==> config.mk <==
export PLATFORM = sky130hd
export DESIGN_NAME = control_fsm_flat
export DESIGN_NICKNAME = d
export VERILOG_FILES = /design/src/rtl/ctrl_pkg.sv /design/src/rtl/control_fsm_if.sv /design/src/rtl/alu_decoder.sv /design/src/rtl/control_fsm.sv /design/src/flat_wrapper.sv
export SDC_FILE = /design/constraint.sdc
export NUM_CORES = 1
export LEC_CHECK = 0
export ABC_AREA = 1
export CAP_MARGIN = 20
export CORE_ASPECT_RATIO = 0.5
export CORE_UTILIZATION = 44
export DETAILED_ROUTE_END_ITERATION = 6
export PLACE_DENSITY_LB_ADDON = 0.12
export SLEW_MARGIN = 20
export SYNTH_ARGS = -nofsm -noshare
export SYNTH_HDL_FRONTEND = slang
export SYNTH_SLANG_ARGS = --single-unit
==> constraint.sdc <==
create_clock -name clk -period 1.7 [get_ports clk]
set_input_delay 0.51 -clock clk [delete_from_list [all_inputs] [get_ports clk]]
set_output_delay 0.51 -clock clk [all_outputs]
set_load 0.02 [all_outputs]
==> src/rtl/ctrl_pkg.sv <==
// Shared definitions for the multicycle RV32 subset control unit:
// opcodes, ALU operation codes, FSM states and the registered control bundle.
package ctrl_pkg;

    localparam logic [6:0] OP_LW  = 7'b0000011;
    localparam logic [6:0] OP_SW  = 7'b0100011;
    localparam logic [6:0] OP_IMM = 7'b0010011;
    localparam logic [6:0] OP_BEQ = 7'b1100011;
    localparam logic [6:0] OP_RR  = 7'b0110011;

    localparam logic [3:0] ALU_AND = 4'b0000;
    localparam logic [3:0] ALU_OR  = 4'b0001;
    localparam logic [3:0] ALU_ADD = 4'b0010;
    localparam logic [3:0] ALU_SLT = 4'b0100;
    localparam logic [3:0] ALU_XOR = 4'b0101;
    localparam logic [3:0] ALU_SUB = 4'b0110;
    localparam logic [3:0] ALU_SRL = 4'b1000;
    localparam logic [3:0] ALU_SLL = 4'b1001;
    localparam logic [3:0] ALU_SRA = 4'b1010;

    typedef enum logic [2:0] {
        ST_IF,
        ST_ID,
        ST_EX,
        ST_MEM,
        ST_WB,
        ST_ILL
    } state_t;

    typedef struct packed {
        logic       load_pc;
        logic       pc_src;
        logic       alu_src;
        logic [3:0] alu_ctrl;
        logic       reg_write;
        logic       mem_to_reg;
        logic       mem_read;
        logic       mem_write;
        logic       illegal;
    } ctrl_t;

    function automatic logic op_legal(input logic [6:0] op);
        return (op == OP_LW) || (op == OP_SW) || (op == OP_IMM) ||
               (op == OP_BEQ) || (op == OP_RR);
    endfunction

    function automatic logic op_mem(input logic [6:0] op);
        return (op == OP_LW) || (op == OP_SW);
    endfunction

    function automatic logic op_imm_src(input logic [6:0] op);
        return (op == OP_LW) || (op == OP_SW) || (op == OP_IMM);
    endfunction

    function automatic logic op_writes(input logic [6:0] op);
        return (op == OP_LW) || (op == OP_RR) || (op == OP_IMM);
    endfunction

endpackage

==> src/rtl/control_fsm_if.sv <==
// Control-unit <-> datapath bundle: instruction word and Zero flag in,
// datapath/memory control strobes and retire counter out.
interface control_fsm_if #(
    parameter int CNT_W = 32
);
    logic [31:0]      instr;
    logic             Zero;
    logic             loadPC;
    logic             PCSrc;
    logic             ALUSrc;
    logic [3:0]       ALUCtrl;
    logic             RegWrite;
    logic             MemToReg;
    logic             MemRead;
    logic             MemWrite;
    logic             illegal;
    logic [CNT_W-1:0] retired;

    modport master (
        input  instr, Zero,
        output loadPC, PCSrc, ALUSrc, ALUCtrl, RegWrite, MemToReg,
        output MemRead, MemWrite, illegal, retired
    );

    modport slave (
        output instr, Zero,
        input  loadPC, PCSrc, ALUSrc, ALUCtrl, RegWrite, MemToReg,
        input  MemRead, MemWrite, illegal, retired
    );
endinterface

==> src/rtl/alu_decoder.sv <==
// Pure combinational ALU-operation decode from opcode/funct3/funct7[5];
// kept separate so a later pipelined control can reuse it.
module alu_decoder
    import ctrl_pkg::*;
(
    input  logic [6:0] opcode,
    input  logic [2:0] funct3,
    input  logic       funct7_5,
    output logic [3:0] alu_ctrl
);
    logic [3:0] fn_ctrl;
    logic       is_rr;

    assign is_rr = (opcode == OP_RR);

    // funct3 table shared by RR and IMM; only RR may turn 000 into SUB
    always_comb begin
        fn_ctrl = ALU_ADD;
        case (funct3)
            3'b000:  fn_ctrl = (is_rr && funct7_5) ? ALU_SUB : ALU_ADD;
            3'b001:  fn_ctrl = ALU_SLL;
            3'b010:  fn_ctrl = ALU_SLT;
            3'b100:  fn_ctrl = ALU_XOR;
            3'b101:  fn_ctrl = funct7_5 ? ALU_SRA : ALU_SRL;
            3'b110:  fn_ctrl = ALU_OR;
            3'b111:  fn_ctrl = ALU_AND;
            default: fn_ctrl = ALU_ADD;
        endcase
    end

    always_comb begin
        alu_ctrl = ALU_ADD;
        unique case (1'b1)
            (opcode == OP_BEQ): alu_ctrl = ALU_SUB;
            (opcode == OP_RR):  alu_ctrl = fn_ctrl;
            (opcode == OP_IMM): alu_ctrl = fn_ctrl;
            default:            alu_ctrl = ALU_ADD;
        endcase
    end

endmodule

==> src/rtl/control_fsm.sv <==
// Multicycle control FSM (IF/ID/EX/MEM/WB/ILL) with Moore-registered
// datapath strobes and a retired-instruction counter.
module control_fsm
    import ctrl_pkg::*;
#(
    parameter state_t RESET_STATE = ST_IF,
    parameter int     CNT_W       = 32
) (
    input  logic          clk,
    input  logic          rst,
    control_fsm_if.master bus
);
    state_t           state;
    state_t           nxt;
    logic [31:0]      ir;
    logic [31:0]      ir_d;
    logic             zero_q;
    logic             zero_d;
    ctrl_t            ctrl_q;
    ctrl_t            ctrl_d;
    logic [CNT_W-1:0] cnt;
    logic [6:0]       op;
    logic [2:0]       f3;
    logic             f7_5;
    logic [3:0]       alu_op;
    logic             unused_ir;

    // Outputs are registered from the next state, so decode must look at
    // the word being latched this edge while still in IF.
    assign ir_d   = (state == ST_IF) ? bus.instr : ir;
    assign zero_d = (state == ST_EX) ? bus.Zero : zero_q;

    assign op        = ir_d[6:0];
    assign f3        = ir_d[14:12];
    assign f7_5      = ir_d[30];
    assign unused_ir = ^{ir_d[31], ir_d[29:15], ir_d[11:7]};

    alu_decoder u_dec (
        .opcode   (op),
        .funct3   (f3),
        .funct7_5 (f7_5),
        .alu_ctrl (alu_op)
    );

    always_comb begin
        nxt = state;
        case (state)
            ST_IF:   nxt = ST_ID;
            ST_ID:   nxt = op_legal(op) ? ST_EX : ST_ILL;
            ST_EX:   nxt = op_mem(op) ? ST_MEM : ST_WB;
            ST_MEM:  nxt = ST_WB;
            ST_WB:   nxt = ST_IF;
            ST_ILL:  nxt = ST_ILL;
            default: nxt = ST_IF;
        endcase
    end

    always_comb begin
        ctrl_d = '0;
        case (nxt)
            ST_ID, ST_EX, ST_MEM, ST_WB: begin
                ctrl_d.alu_ctrl = alu_op;
                ctrl_d.alu_src  = op_imm_src(op);
            end
            default: ;
        endcase
        if (nxt == ST_MEM) begin
            ctrl_d.mem_read  = (op == OP_LW);
            ctrl_d.mem_write = (op == OP_SW);
        end
        if (nxt == ST_WB) begin
            ctrl_d.load_pc    = 1'b1;
            ctrl_d.pc_src     = (op == OP_BEQ) && zero_d;
            ctrl_d.reg_write  = op_writes(op);
            ctrl_d.mem_to_reg = (op == OP_LW);
        end
        if (nxt == ST_ILL) begin
            ctrl_d.illegal = 1'b1;
        end
    end

    always_ff @(posedge clk or negedge rst) begin
        if (!rst) begin
            state  <= RESET_STATE;
            ir     <= '0;
            zero_q <= 1'b0;
            ctrl_q <= '0;
            cnt    <= '0;
        end else begin
            state  <= nxt;
            ir     <= ir_d;
            zero_q <= zero_d;
            ctrl_q <= ctrl_d;
            if (state == ST_WB) begin
                cnt <= cnt + 1'b1;
            end
        end
    end

    assign bus.loadPC   = ctrl_q.load_pc;
    assign bus.PCSrc    = ctrl_q.pc_src;
    assign bus.ALUSrc   = ctrl_q.alu_src;
    assign bus.ALUCtrl  = ctrl_q.alu_ctrl;
    assign bus.RegWrite = ctrl_q.reg_write;
    assign bus.MemToReg = ctrl_q.mem_to_reg;
    assign bus.MemRead  = ctrl_q.mem_read;
    assign bus.MemWrite = ctrl_q.mem_write;
    assign bus.illegal  = ctrl_q.illegal;
    assign bus.retired  = cnt;

endmodule

==> src/flat_wrapper.sv <==
// flat-port wrapper written by rule: the top's interface ports become plain ports
module control_fsm_flat import ctrl_pkg::*;
#(
    parameter state_t RESET_STATE = ST_IF,
    parameter int     CNT_W       = 32
)
  (clk, rst, bus_instr, bus_Zero, bus_loadPC, bus_PCSrc, bus_ALUSrc, bus_ALUCtrl, bus_RegWrite, bus_MemToReg, bus_MemRead, bus_MemWrite, bus_illegal, bus_retired);
  control_fsm_if #(.CNT_W(CNT_W)) bus_i ();
  input  logic clk;
  input  logic rst;
  input wire logic [$bits(bus_i.instr)-1:0] bus_instr;
  input wire logic [$bits(bus_i.Zero)-1:0] bus_Zero;
  output wire logic [$bits(bus_i.loadPC)-1:0] bus_loadPC;
  output wire logic [$bits(bus_i.PCSrc)-1:0] bus_PCSrc;
  output wire logic [$bits(bus_i.ALUSrc)-1:0] bus_ALUSrc;
  output wire logic [$bits(bus_i.ALUCtrl)-1:0] bus_ALUCtrl;
  output wire logic [$bits(bus_i.RegWrite)-1:0] bus_RegWrite;
  output wire logic [$bits(bus_i.MemToReg)-1:0] bus_MemToReg;
  output wire logic [$bits(bus_i.MemRead)-1:0] bus_MemRead;
  output wire logic [$bits(bus_i.MemWrite)-1:0] bus_MemWrite;
  output wire logic [$bits(bus_i.illegal)-1:0] bus_illegal;
  output wire logic [$bits(bus_i.retired)-1:0] bus_retired;
  assign bus_i.instr = bus_instr;
  assign bus_i.Zero = bus_Zero;
  assign bus_loadPC = bus_i.loadPC;
  assign bus_PCSrc = bus_i.PCSrc;
  assign bus_ALUSrc = bus_i.ALUSrc;
  assign bus_ALUCtrl = bus_i.ALUCtrl;
  assign bus_RegWrite = bus_i.RegWrite;
  assign bus_MemToReg = bus_i.MemToReg;
  assign bus_MemRead = bus_i.MemRead;
  assign bus_MemWrite = bus_i.MemWrite;
  assign bus_illegal = bus_i.illegal;
  assign bus_retired = bus_i.retired;
  control_fsm #(.RESET_STATE(RESET_STATE), .CNT_W(CNT_W)) u_core (.clk(clk), .rst(rst), .bus(bus_i));
endmodule
# Word-level counts from Yosys, hierarchy flattened
# Index checks and enable logic that the tools add are counted.
[totals]
register_bits = 79
input_bits = 35
output_inout_bits = 44
wordCells = 62
[classes]
add_sub_neg = 1
eq_ne = 21
muxes = 14
n_reduce_logical = 12
[op_table]
columns = ["operator", "count"]
rows = [
  ["$add A32 B1 Y32 const B", 1],
  ["$mux W31", 1],
  ["$pmux W4 S7", 1],
  ["$eq A3 B3 Y1 const B", 8],
  ["$eq A3 B2 Y1 const B", 5],
  ["$pmux W3 S5", 1],
  ["$eq A7 B6 Y1 const B", 2],
  ["$eq A3 B1 Y1 const B", 3],
  ["$mux W3", 3],
  ["$mux W2", 4],
  ["$pmux W4 S2", 1],
  ["$eq A7 B2 Y1 const B", 1],
  ["$eq A7 B5 Y1 const B", 1],
  ["$eq A7 B7 Y1 const B", 1],
  ["$logic_not A3 Y1", 2],
  ["$logic_or A1 B1 Y1", 6],
  ["$mux W5", 1],
  ["$reduce_or A4 Y1", 1],
  ["$logic_and A1 B1 Y1", 2],
  ["$mux W1", 2],
  ["$reduce_or A2 Y1", 1],
]

# Depth between registers and ports, before layout
[depth]
word_depth = 12
mapped_depth = 13

# Hierarchy
# From an unflattened synthesis, not the netlist that was laid out.
[hier_totals]
cells_unflattened = 331
hier_area_um2 = 2936.6
[by_module_without_submodules]
columns = ["mod", "instances", "cells_per_inst", "area_each_um2", "seq_area_each_um2"]
rows = [
  ["control_fsm", 1, 295, 2782.7, 1476.4],
  ["alu_decoder", 1, 36, 153.9, 0.0],
]

# Worst setup path before layout
# No wires, ideal clock.
[synth_timing]
path_type = "reg2reg"
from = "register u_core.state[1]"
to = "register u_core.state[2]"
setup_ns = 0.127
arrival_time_ns = 1.539
t_required_ns = 1.573
path_slack_ns = 0.034
path_stages_with_launch = 12
path_buffers = 1
period_less_slack_ns = 1.666
path_cell_list = "dfrtp_1 nor2_8 nand2_4 buf_6 nand2_4 nand2_2 nor2_2 nand2_2 nor2_2 nand2_1 o21ai_2 nand2_1"
[synth_between]
elab_chain_len = 9
word_cells_on_any_way = 18
cone_classes = "9 x eq/ne; 4 x mux; 5 x reduce/logical"
[synth_rtl]
columns = ["item", "line", "source"]
rows = [
  ["start: declaration", "control_fsm.sv:13", "state_t state;"],
  ["start signal: assignment", "control_fsm.sv:90", "state <= nxt;"],
  ["$logic_not A3 Y1", "control_fsm.sv:30, control_fsm.sv:47", ""],
  ["$mux W31", "control_fsm.sv:30", "assign ir_d = (state == ST_IF) ? bus.instr : ir;"],
  ["$eq A7 B2 Y1 or $eq A7 B6 Y1 (tied branches)", "ctrl_pkg.sv:43, ctrl_pkg.sv:48", ""],
  ["$logic_or A1 B1 Y1", "ctrl_pkg.sv:43, ctrl_pkg.sv:48", ""],
  ["$logic_or A1 B1 Y1 (2 in a row)", "ctrl_pkg.sv:43", "return (op == OP_LW) || (op == OP_SW) || (op == OP_IMM) ||"],
  ["$logic_or A1 B1 Y1", "ctrl_pkg.sv:44", "(op == OP_BEQ) || (op == OP_RR);"],
  ["$mux W3", "control_fsm.sv:49", "ST_ID: nxt = op_legal(op) ? ST_EX : ST_ILL;"],
  ["$pmux W3 S5 *", "control_fsm.sv:47", "case (state)"],
  ["named net u_core.nxt[2]", "control_fsm.sv:14", "state_t nxt;"],
]
# The timed path passes the listed nets; every way through them passes the cells marked *.
# A chain may end at the register's enable or synchronous reset.

# Worst setup path after layout
[layout_timing]
from = "register u_core.state[0]"
to = "register u_core.cnt[31] (netlist: u_core.bus.retired[31])"
[layout_between]
elab_chain_len = 1
[layout_rtl]
columns = ["item", "line", "source"]
rows = [
  ["$eq A3 B3 Y1", "control_fsm.sv:94", "if (state == ST_WB) begin"],
  ["end signal: assignment", "control_fsm.sv:95", "cnt <= cnt + 1'b1;"],
  ["end: declaration", "control_fsm.sv:21", "logic [CNT_W-1:0] cnt;"],
]
# Every way passes these cells.

==> impl_metrics.yaml <==
synthesis:
  ys.flop_type: "dfrtp_1"
  yosys-top-cells-area: "dfrtp_1, nand2_1, inv_1"
  ys_warn_count: 0
  ys_ff_latch: 59
  async_flop_share_pct: 100
  synth_edf_count: 0
  yosysTopAreaCell: "dfrtp_1"
  synth_cells: 352
  syn_area_per_cell_um2: 8.51
  synth_cell_types: 31
  synth_top_cell_area_share_pct: 49.3
  synth_area_um2: 3000
  synthesis.nets: 388
  ys_seq_area_share_pct: 49.3
cts:
  clockBufferDepth: 2
  cts_hold_buf: 0
  cts.sinks: 59
  h-tree-depth: 3
  cts_tree: "done"
  insertion_delay_ns: 0.32
  path_clk_slew_ns: 0.05
  cts_buffers: 9
  cts-root-buf: "clkbuf_16"
timing:
  finalSetupViolations: 0
  setup-tns-final_ns: 0
  maxSlewHeadroom_pct: 75.3
  slew_viol_final: 0
  rsz0062_at_grt: "true"
  fmax_mhz: 593
  finalCritPeriodShare_pct: 99.2
  max_slew.worst_pin.slew_ns: 0.371
  hold_violations: 0
  skew_ns: 0.00663
  min_period_ns: 1.69
cells_and_area:
  drive_gt1_share_pct: 24.6
  nets: 500
  n_fill_cell: 539
  final_area_um2: 4370
  multi_input_area_um2: 1450
  area_growth_pct: 46.0
  antenna_cells: 0
  regArea_um2: 1480
  post-route-util_pct: 69.3
worst_setup_path:
  crit_family: "simple AND/OR/NAND/NOR gates"
  end_kind: "flip-flop"
  critPathLaunchType: "flip-flop"
  crit_chain: "nor2_8 -> nand2_4 -> clkinv_4 -> nand4_1 -> nor2_2 -> buf_4 -> nand4_1 -> xnor2_1"
  crit_type: "reg2reg"
  cpMaxStageDelayCell: "dfrtp_2"
  cp_max_fo: 3
  cp_num_buf_inv: 2
  worstPathRequired_ns: 1.90
  crit_path_frequent_cell: "nand4_1"
  max_stage_delay_ns: 0.43
  cp.arrival_ns: 1.89
routing:
  drc: 0
  via_per_inst: 4.85
  antenna_left: 0
  first_iter_violations: 99
  dr.pass1.iters: 4
  wire_per_inst_um: 12.4
  wl_um: 6870
  via_count: 2694
placed_design:
  port_buffers: 57
  dpl_cell_area_um2: 3970
  dp_hpwl_um: 5000
  place_congestion: 0.820
global_routing:
  gr-max-usage-layer: "met2"
  grtUsageMet3_pct: 5.36
  antenna_found_initial: 0
  overflow: 0
  grt_use_total_pct: 20.6
  grt_start_max_net_pins: 45
  grt_pass1_wl_um: 11200
  grt_pass1_vias: 2505
  met1_usage_pct: 24.9
  grt_util_met2_pct: 36.6
pwr:
  fin_total_pwr_mw: 2.99
  power_density_nw_per_um2: 684
  p_leak_nw: 2.28
  irDropWorstVdd_uv: 530
flow_run:
  drv_cap: 0
floorplanning:
  dieArea_um2: 7160
  coreArea_um2: 6310
  rows: 20
  initial_core_util_pct: 47.5
  die_w_um: 119
  io_pins: 79
  dieHeight_um: 60.3
status:
  status: "complete, no violations"
hold_path:
  hp-class: "in2async"
## what timing repair did
item / 4_1_cts / 5_1_grt
pin swaps: 1 / 12
gates cloned: 0 / 0
setup endpoints to repair: 54 / 21
buffers inserted: 1 / 6
resized for setup: 49 / 42
## power by group
group	switching (mW)	internal (mW)	total, mW
Sequential	0	1.41	1.41
Clock	0.551	0.967	1.52
Combinational	0.0338	0.0306	0.0644
## cells by family after synthesis
kind of cell | synth area share [%]
AO/OA/AOI/OAI | 2.46
XOR/XNOR | 8.48
adder cells (fa/ha/maj) | 0.418
buffers and inverters | 7.18
flip-flops | 49.3
multiplexers | 0.376
AND/OR/NAND/NOR | 31.8
## sequential cells by signal, summed over array words and instances (netlist names)
register             flops
u_core.bus.MemToReg      1
u_core.bus.retired      32
u_core.bus.MemWrite      1
u_core.bus.RegWrite      1
u_core.state             3
u_core.zero_q            1
u_core.bus.ALUCtrl       4
u_core.bus.loadPC        1
u_core.bus.illegal       1
u_core.bus.ALUSrc        1
u_core.bus.MemRead       1
u_core.bus.PCSrc         1
u_core.ir               11
## path summary, 6_finish.rpt
kind,startpoint,end,slack [ns],depth (start not counted)
max,u_core.state[0]$_DFF_PN0_,u_core.bus.retired[31]$_DFFE_PN0N_,0.01,8
max reg2reg,u_core.state[0]$_DFF_PN0_,u_core.bus.retired[31]$_DFFE_PN0N_,0.01,8
min reg2reg,u_core.ir[2]$_DFF_PN0_,u_core.ir[2]$_DFF_PN0_,0.48,2
min,rst,u_core.bus.retired[23]$_DFFE_PN0N_,0.1,1
min in group clk,u_core.ir[2]$_DFF_PN0_,u_core.ir[2]$_DFF_PN0_,0.48,2
max in group asynchronous,rst,u_core.bus.retired[31]$_DFFE_PN0N_,1.03,2
## area by class of cell
| class | count | area share (%) |
|---|---|---|
| sequential | 59 | 33.9 |
| multi-input combinational | 239 | 33.1 |
| timing repair buffer | 102 | 20.1 |
| clock buffer | 14 | 5.58 |
| inverter | 53 | 4.78 |
| tap | 88 | 2.52 |
## through the flow
step           hold WS, ns  instances  setup WS (ns)
4_1_cts              0.103        549        0.00154
6_report            0.0999        555         0.0132
2_1_floorplan        0.214        352         0.0341
3_3_place_gp         0.438        534         -0.253
5_1_grt              0.122        555        -0.0927
3_5_place_dp         0.447        534         -0.283
## cells in the final DEF, fill, tap and decap left out, types with 2 or more instances in the layout
cell type        instances
nand2_1                 73
o21ai_0                  3
xor2_1                  20
a21oi_1                  2
nand3_4                  2
nand2_2                 17
clkbuf_1                 5
buf_6                    2
o21ai_4                  3
clkdlybuf4s50_1         12
nand3_2                  3
xnor2_1                  9
nand3b_1                 3
o21ai_1                  2
dfrtp_2                  4
nand2_4                  3
clkbuf_16                9
nand3_1                 22
buf_12                   2
nor2_1                  33
nand4_1                  8
nor2_4                   9
dlygate4sd2_1           44
inv_4                    2
nor3_1                   9
inv_1                   49
buf_4                   41
nor2_2                   7
dfrtp_1                 55
## Yosys cell counts, types with 2 or more instances
cell	count
dfrtp_1	59
inv_2	3
o21ai_2	2
nand3_2	2
nor2_4	3
nand2_4	4
nand3_1	25
nand3b_1	3
a21oi_1	2
nand2_2	5
xor2_1	20
nand2_1	85
nor2_2	6
nand4_1	8
nor2_1	40
nor3_2	2
nor3_1	9
o21ai_0	5
inv_1	49
xnor2_1	9
## metal layers
metal  part of all wire, %  wire, µm
met1                    44      3000
met2                    50      3430
met3                   4.8       327
met4                   1.6       113
met5                     0         0
Note: power is estimated with default switching activity, not from simulation.
